**config.mk**
```make
export PLATFORM = sky130hd
export DESIGN_NAME = floo_clint_flat
export DESIGN_NICKNAME = d
export VERILOG_FILES = /design/src/rtl/floo_clint_if.sv /design/src/rtl/floo_clint.sv /design/src/flat_wrapper.sv
export SDC_FILE = /design/constraint.sdc
export NUM_CORES = 1
export LEC_CHECK = 0
export BUFFER_PORTS_ARGS = -buffer_cell sky130_fd_sc_hd__buf_2
export CORE_ASPECT_RATIO = 0.9
export CORE_MARGIN = 2
export CORE_UTILIZATION = 35
export DETAILED_ROUTE_END_ITERATION = 10
export PLACE_DENSITY = 0.8
export SYNTH_ARGS = -nofsm -noshare
export SYNTH_HDL_FRONTEND = slang
export SYNTH_SLANG_ARGS = --single-unit
```
**constraint.sdc**
```tcl
create_clock -name clk_i -period 1.8 [get_ports clk_i]
set_input_delay 0.18 -clock clk_i [delete_from_list [all_inputs] [get_ports clk_i]]
set_output_delay 0.18 -clock clk_i [all_outputs]
set_load 0.005 [all_outputs]
```
**src/rtl/floo_clint_if.sv**
```systemverilog
// rtl/floo_clint_if.sv - register request/response port of the core-local interruptor
interface floo_clint_if #(
    parameter int unsigned AddrWidth = 16
);
    logic                 req_valid_i;
    logic                 req_ready_o;
    logic [AddrWidth-1:0] req_addr_i;
    logic                 req_write_i;
    logic [31:0]          req_wdata_i;
    logic [3:0]           req_strb_i;
    logic                 rsp_valid_o;
    logic                 rsp_ready_i;
    logic [31:0]          rsp_rdata_o;
    logic                 rsp_error_o;

    modport slave (
        input  req_valid_i, req_addr_i, req_write_i, req_wdata_i, req_strb_i, rsp_ready_i,
        output req_ready_o, rsp_valid_o, rsp_rdata_o, rsp_error_o
    );

    modport master (
        output req_valid_i, req_addr_i, req_write_i, req_wdata_i, req_strb_i, rsp_ready_i,
        input  req_ready_o, rsp_valid_o, rsp_rdata_o, rsp_error_o
    );
endinterface

```
**src/rtl/floo_clint.sv**
```systemverilog
// rtl/floo_clint.sv - core-local interruptor: msip bits, prescaled 64-bit mtime, mtimecmp/mtip
// Timer section (mtime, prescaler, mtimecmp, mtip) is built only with FLOO_CLINT_MTIP_EN defined.
module floo_clint #(
    parameter int unsigned NumCores   = 9,
    parameter int unsigned AddrWidth  = 16,
    parameter int unsigned RtcDivider = 1
) (
    input  logic                clk_i,
    input  logic                rst_i,
    floo_clint_if.slave         bus,
    output logic [NumCores-1:0] msip_o,
    output logic [NumCores-1:0] mtip_o
);

    typedef enum logic {ST_IDLE, ST_RESP} state_e;

    state_e               r_state;
    state_e               w_state_next;
    logic                 w_accept;
    logic                 w_wr_en;
    logic [AddrWidth-1:0] w_addr;
    logic                 w_dec_err;
    logic [31:0]          w_rdata;
    logic [31:0]          r_rsp_rdata;
    logic                 r_rsp_error;
    logic [NumCores-1:0]  r_msip;
    logic [NumCores-1:0]  w_msip_next;

    assign w_accept = bus.req_valid_i & bus.req_ready_o;
    assign w_wr_en  = w_accept & bus.req_write_i;
    assign w_addr   = bus.req_addr_i & ~AddrWidth'(3);

`ifdef FLOO_CLINT_MTIP_EN
    localparam int unsigned PreW = (RtcDivider > 1) ? $clog2(RtcDivider) : 1;

    logic [PreW-1:0] r_presc;
    logic            w_tick;
    logic [63:0]     r_mtime;
    logic [63:0]     w_mtime_inc;
    logic [63:0]     w_mtime_next;
    logic [63:0]     r_mtimecmp [NumCores];
    logic [63:0]     w_cmp_next [NumCores];
    logic [NumCores-1:0] r_mtip;

    function automatic logic [31:0] merge32(input logic [31:0] old, input logic [31:0] wd,
                                            input logic [3:0] strb);
        logic [31:0] res;
        for (int b = 0; b < 4; b++) res[8*b +: 8] = strb[b] ? wd[8*b +: 8] : old[8*b +: 8];
        return res;
    endfunction

    assign w_tick      = (r_presc == PreW'(RtcDivider - 1));
    assign w_mtime_inc = w_tick ? r_mtime + 64'd1 : r_mtime;
`endif

    // Address decode, read mux and write merge for every register in one pass
    always_comb begin
        w_dec_err   = 1'b1;
        w_rdata     = '0;
        w_msip_next = r_msip;
        for (int i = 0; i < NumCores; i++) begin
            if (w_addr == AddrWidth'(4 * i)) begin
                w_dec_err = 1'b0;
                w_rdata   = {31'b0, r_msip[i]};
                if (w_wr_en && bus.req_strb_i[0]) w_msip_next[i] = bus.req_wdata_i[0];
            end
        end
`ifdef FLOO_CLINT_MTIP_EN
        w_mtime_next = w_mtime_inc;
        w_cmp_next   = r_mtimecmp;
        for (int i = 0; i < NumCores; i++) begin
            if (w_addr == AddrWidth'(32'h4000 + 8 * i)) begin
                w_dec_err = 1'b0;
                w_rdata   = r_mtimecmp[i][31:0];
                if (w_wr_en)
                    w_cmp_next[i][31:0] = merge32(r_mtimecmp[i][31:0], bus.req_wdata_i, bus.req_strb_i);
            end else if (w_addr == AddrWidth'(32'h4004 + 8 * i)) begin
                w_dec_err = 1'b0;
                w_rdata   = r_mtimecmp[i][63:32];
                if (w_wr_en)
                    w_cmp_next[i][63:32] = merge32(r_mtimecmp[i][63:32], bus.req_wdata_i, bus.req_strb_i);
            end
        end
        // Unwritten mtime bytes keep the incremented value so a concurrent tick is not lost
        if (w_addr == AddrWidth'(32'hBFF8)) begin
            w_dec_err = 1'b0;
            w_rdata   = r_mtime[31:0];
            if (w_wr_en) w_mtime_next[31:0] = merge32(w_mtime_inc[31:0], bus.req_wdata_i, bus.req_strb_i);
        end else if (w_addr == AddrWidth'(32'hBFFC)) begin
            w_dec_err = 1'b0;
            w_rdata   = r_mtime[63:32];
            if (w_wr_en) w_mtime_next[63:32] = merge32(w_mtime_inc[63:32], bus.req_wdata_i, bus.req_strb_i);
        end
`endif
    end

    always_ff @(posedge clk_i or posedge rst_i) begin
        if (rst_i) r_state <= ST_IDLE;
        else       r_state <= w_state_next;
    end

    always_comb begin
        w_state_next = r_state;
        case (r_state)
            ST_IDLE: if (w_accept) w_state_next = ST_RESP;
            ST_RESP: begin
                if (w_accept)             w_state_next = ST_RESP;
                else if (bus.rsp_ready_i) w_state_next = ST_IDLE;
            end
            default: w_state_next = ST_IDLE;
        endcase
    end

    always_comb begin
        bus.rsp_valid_o = (r_state == ST_RESP);
        bus.req_ready_o = (r_state != ST_RESP) | bus.rsp_ready_i;
    end

    always_ff @(posedge clk_i or posedge rst_i) begin
        if (rst_i) begin
            r_rsp_rdata <= '0;
            r_rsp_error <= 1'b0;
            r_msip      <= '0;
        end else begin
            r_msip <= w_msip_next;
            if (w_accept) begin
                r_rsp_rdata <= bus.req_write_i ? 32'd0 : w_rdata;
                r_rsp_error <= w_dec_err;
            end
        end
    end

    assign bus.rsp_rdata_o = r_rsp_rdata;
    assign bus.rsp_error_o = r_rsp_error;
    assign msip_o          = r_msip;

`ifdef FLOO_CLINT_MTIP_EN
    always_ff @(posedge clk_i or posedge rst_i) begin
        if (rst_i) begin
            r_presc <= '0;
            r_mtime <= '0;
            r_mtip  <= '0;
            for (int i = 0; i < NumCores; i++) r_mtimecmp[i] <= '1;
        end else begin
            r_presc    <= w_tick ? '0 : r_presc + 1'b1;
            r_mtime    <= w_mtime_next;
            r_mtimecmp <= w_cmp_next;
            for (int i = 0; i < NumCores; i++) r_mtip[i] <= (r_mtime >= r_mtimecmp[i]);
        end
    end

    assign mtip_o = r_mtip;
`else
    assign mtip_o = '0;
`endif

endmodule
```
**src/flat_wrapper.sv**
```systemverilog
// flat-port wrapper written by rule: the top's interface ports become plain ports
module floo_clint_flat 
#(
    parameter int unsigned NumCores   = 9,
    parameter int unsigned AddrWidth  = 16,
    parameter int unsigned RtcDivider = 1
)
  (clk_i, rst_i, msip_o, mtip_o, bus_req_valid_i, bus_req_addr_i, bus_req_write_i, bus_req_wdata_i, bus_req_strb_i, bus_rsp_ready_i, bus_req_ready_o, bus_rsp_valid_o, bus_rsp_rdata_o, bus_rsp_error_o);
  floo_clint_if #(.AddrWidth(AddrWidth)) bus_i ();
  input  logic clk_i;
  input  logic rst_i;
  output logic [NumCores-1:0] msip_o;
  output logic [NumCores-1:0] mtip_o;
  input wire logic [$bits(bus_i.req_valid_i)-1:0] bus_req_valid_i;
  input wire logic [$bits(bus_i.req_addr_i)-1:0] bus_req_addr_i;
  input wire logic [$bits(bus_i.req_write_i)-1:0] bus_req_write_i;
  input wire logic [$bits(bus_i.req_wdata_i)-1:0] bus_req_wdata_i;
  input wire logic [$bits(bus_i.req_strb_i)-1:0] bus_req_strb_i;
  input wire logic [$bits(bus_i.rsp_ready_i)-1:0] bus_rsp_ready_i;
  output wire logic [$bits(bus_i.req_ready_o)-1:0] bus_req_ready_o;
  output wire logic [$bits(bus_i.rsp_valid_o)-1:0] bus_rsp_valid_o;
  output wire logic [$bits(bus_i.rsp_rdata_o)-1:0] bus_rsp_rdata_o;
  output wire logic [$bits(bus_i.rsp_error_o)-1:0] bus_rsp_error_o;
  assign bus_i.req_valid_i = bus_req_valid_i;
  assign bus_i.req_addr_i = bus_req_addr_i;
  assign bus_i.req_write_i = bus_req_write_i;
  assign bus_i.req_wdata_i = bus_req_wdata_i;
  assign bus_i.req_strb_i = bus_req_strb_i;
  assign bus_i.rsp_ready_i = bus_rsp_ready_i;
  assign bus_req_ready_o = bus_i.req_ready_o;
  assign bus_rsp_valid_o = bus_i.rsp_valid_o;
  assign bus_rsp_rdata_o = bus_i.rsp_rdata_o;
  assign bus_rsp_error_o = bus_i.rsp_error_o;
  floo_clint #(.NumCores(NumCores), .AddrWidth(AddrWidth), .RtcDivider(RtcDivider)) u_core (.clk_i(clk_i), .rst_i(rst_i), .bus(bus_i), .msip_o(msip_o), .mtip_o(mtip_o));
endmodule
```
==> reports/metrics.cfg <==
[run_status]
outcome = finished clean

[clock_tree]
cts_root_buf = clkbuf_4
cts_buffers = 3
cts_tree = done
cts_buffer_depth = 2
htree_levels = 1
clk_pin_slew_ps = 80
cts.sinks = 12
clk-insertion-delay-late_ps = 270

[global_routing]
grt_use_total_pct = 12.5
antenna_found_initial = 0
grt_max_degree = 13
grt_pass1_vias = 687
grt_pass1_wl_um = 3240
grt_overflow_total = 0

[sta]
worst_slack_ps = 234
setup_viol = 0
post-route-period-util_pct = 87.0
fin_crit_ps = 1570
skew_ps = 1.32
drv_slew = 0
fmax_mhz = 638
fin_setup_tns_ps = 0
finalHoldViolations = 0
rsz0062_at_grt = false

[placed_design]
placed_cells = 185
place_congestion = 0.777
post-place-ws_ps = 58.4
port_buffers = 33
hpwl_um = 1730

[die]
io_pins = 110
coreArea_sq_um = 2820
die_h_um = 56.2
die_w_um = 62
die_area_sq_um = 3480
row_count = 18
start_util_pct = 37.6

[routing]
drtPass1Iterations = 4
wl_um = 2100
vias_per_cell = 4.26
via_count = 810
ant_nets = 0
first_iter_violations = 17
drc_errors = 0
wire_per_inst_um = 11.1

[finish]
fin_cells = 190
nFillCells = 301
area_delta_synth_final_pct = 9.68
nNetsFinal = 208
multi_input_area_sq_um = 574
diodes = 0
layout-drive-gt1-share_pct = 34.7
seq_area_sq_um = 300

[pwr]
clkPwrFrac_pct = 36.8
p_int_mw = 0.435
p_sw_share_pct = 28.0
seq_power_share_pct = 45.6
power_leakage_nw = 0.623
p_per_area_nw_per_um2 = 520
ir_worst_vdd_mv = 0.258
switchingPower_mw = 0.169
power_frac_comb_pct = 17.7

[worst_setup_path]
arrival_ps = 1730
max_stage_delay_ps = 400
worstPathRequired_ps = 1970
critPathSlowestCell = nor4_1
worstSetupPathType = reg2reg
cp_cell_sequence = nand2b_1, nand4b_1, nor4_1, mux2_2
critPathLaunchType = register
crit_path_end_kind = register
crit_path_max_fanout = 4

[synthesis]
synth_area_leaders = buf_4 (28%), dfrtp_1 (28%), mux2_2 (9.6%)
yosysMostFrequentCell = buf_4
ys_top_cells_by_count = buf_4 (40), dfrtp_1 (12), mux2_2 (9)
ys_seq_elements = 12
synth_top_area_cell = buf_4
ys_types = 32
synth_area_sq_um = 1060
async_flop_share_pct = 100
ys_warn_count = 0
synth.avg_cell_area_sq_um = 9.30
ys.flop_type = dfrtp_1
yosys.area.top_type_share_pct = 28.3
seq_area_frac_synth_pct = 28.3
synthCells = 114
synth_edf_count = 0

[run]
max_cap_viol_count = 0

[min_path]
hold_path_class = in2reg

==> stage by stage <==
| stage | hold slack, ps | util (%) | instance area (sq um) | power [mW] |
|---|---|---|---|---|
| 3_5_place_dp | 225 | 39.6 | 1120 | 0.385 |
| 5_1_grt | 155 | 41.3 | 1160 | 0.653 |
| 4_1_cts | 140 | 41.3 | 1160 | 0.611 |
| 3_3_place_gp | 217 | 39.6 | 1120 | 0.383 |
| 2_1_floorplan | 44.7 | - | 1210 | 0.406 |
| 6_report | 144 | 41.3 | 1160 | 0.604 |
==> cell usage in the layout (no fill, tap or decap), drive strengths merged, types with 3 or more instances in the layout <==
cell    Yosys  layout
nor2        3       3
mux2i       3       3
nor4        6       6
nand3       3       3
conb        1      40
nand2b      3       3
mux2        9       9
inv         3       3
buf        42      35
dfrtp      12      12
o21ai       3       3
nand4       5       5
clkbuf      1       4
nand2       5       5
==> final cells by class <==
cell class / count / share of cell area [%]
Sequential cell: 12 / 25.8
Tap cell: 40 / 4.31
Inverter: 3 / 0.969
Timing Repair Buffer: 36 / 16.4
Multi-Input combinational cell: 95 / 49.4
Clock buffer: 4 / 3.12
==> registers in the layout, summed over array words and instances (netlist names) <==
name                    cells
u_core.bus.rsp_rdata_o      1
u_core.bus.rsp_error_o      1
u_core.bus.rsp_valid_o      1
u_core.msip_o               9
==> worst max-delay path, delay by kind of cell (launching register included) <==
kind	cells	cell delay, ps
AND/OR/NAND/NOR	3	700
multiplexers	1	380
flip-flops	1	380
==> logic make-up after synthesis <==
| logic type | count (synthesis) | share of synthesized area (%) |
|---|---|---|
| AOI/OAI and AO/OA | 9 | 6.26 |
| buffers and inverters | 46 | 31.3 |
| DFF | 12 | 28.3 |
| muxes | 12 | 12.4 |
| other | 1 | 0.354 |
| and+or+nand+nor | 34 | 21.4 |
==> layer usage <==
| metal | track usage (%) | vias up | wire length, um |
|---|---|---|---|
| met4 | 0.912 | 0 | 0 |
| met2 | 18.5 | 49 | 935 |
| met1 | 18.0 | 368 | 958 |
| li1 | - | 393 | - |
| met3 | 4.42 | 0 | 207 |
| met5 | 0 | - | 0 |
==> power by group through the flow <==
stage | clock, mW | combinational, mW | sequential, mW
after floorplan | 0 | 0.125 | 0.281
after global placement | 0 | 0.102 | 0.281
after detailed placement | 0 | 0.104 | 0.281
after CTS | 0.230 | 0.106 | 0.275
after global routing | 0.252 | 0.125 | 0.277
final | 0.222 | 0.107 | 0.275
==> what timing repair did <==
action,CTS,global route
hold buffers,1,0
hold endpoints to repair,12,0
buffers inserted,0,0
gates resized for setup,0,0
==> final timing paths <==
check                           slack (ps)                          startpoint                                  to  cells after the start
worst max-delay path                   230    u_core.bus.rsp_valid_o$_DFF_PP0_        u_core.msip_o[7]$_DFFE_PP0P_                      4
max in group asynchronous             1020                               rst_i        u_core.msip_o[4]$_DFFE_PP0P_                      3
worst min register to register         480  u_core.bus.rsp_error_o$_DFFE_PP0P_  u_core.bus.rsp_error_o$_DFFE_PP0P_                      2
worst max register to register         230    u_core.bus.rsp_valid_o$_DFF_PP0_        u_core.msip_o[7]$_DFFE_PP0P_                      4
min in group asynchronous              450                               rst_i        u_core.msip_o[3]$_DFFE_PP0P_                      3
worst min-delay path                   140                     bus_req_valid_i    u_core.bus.rsp_valid_o$_DFF_PP0_                      2
Note: power is estimated with default switching activity, not from simulation.
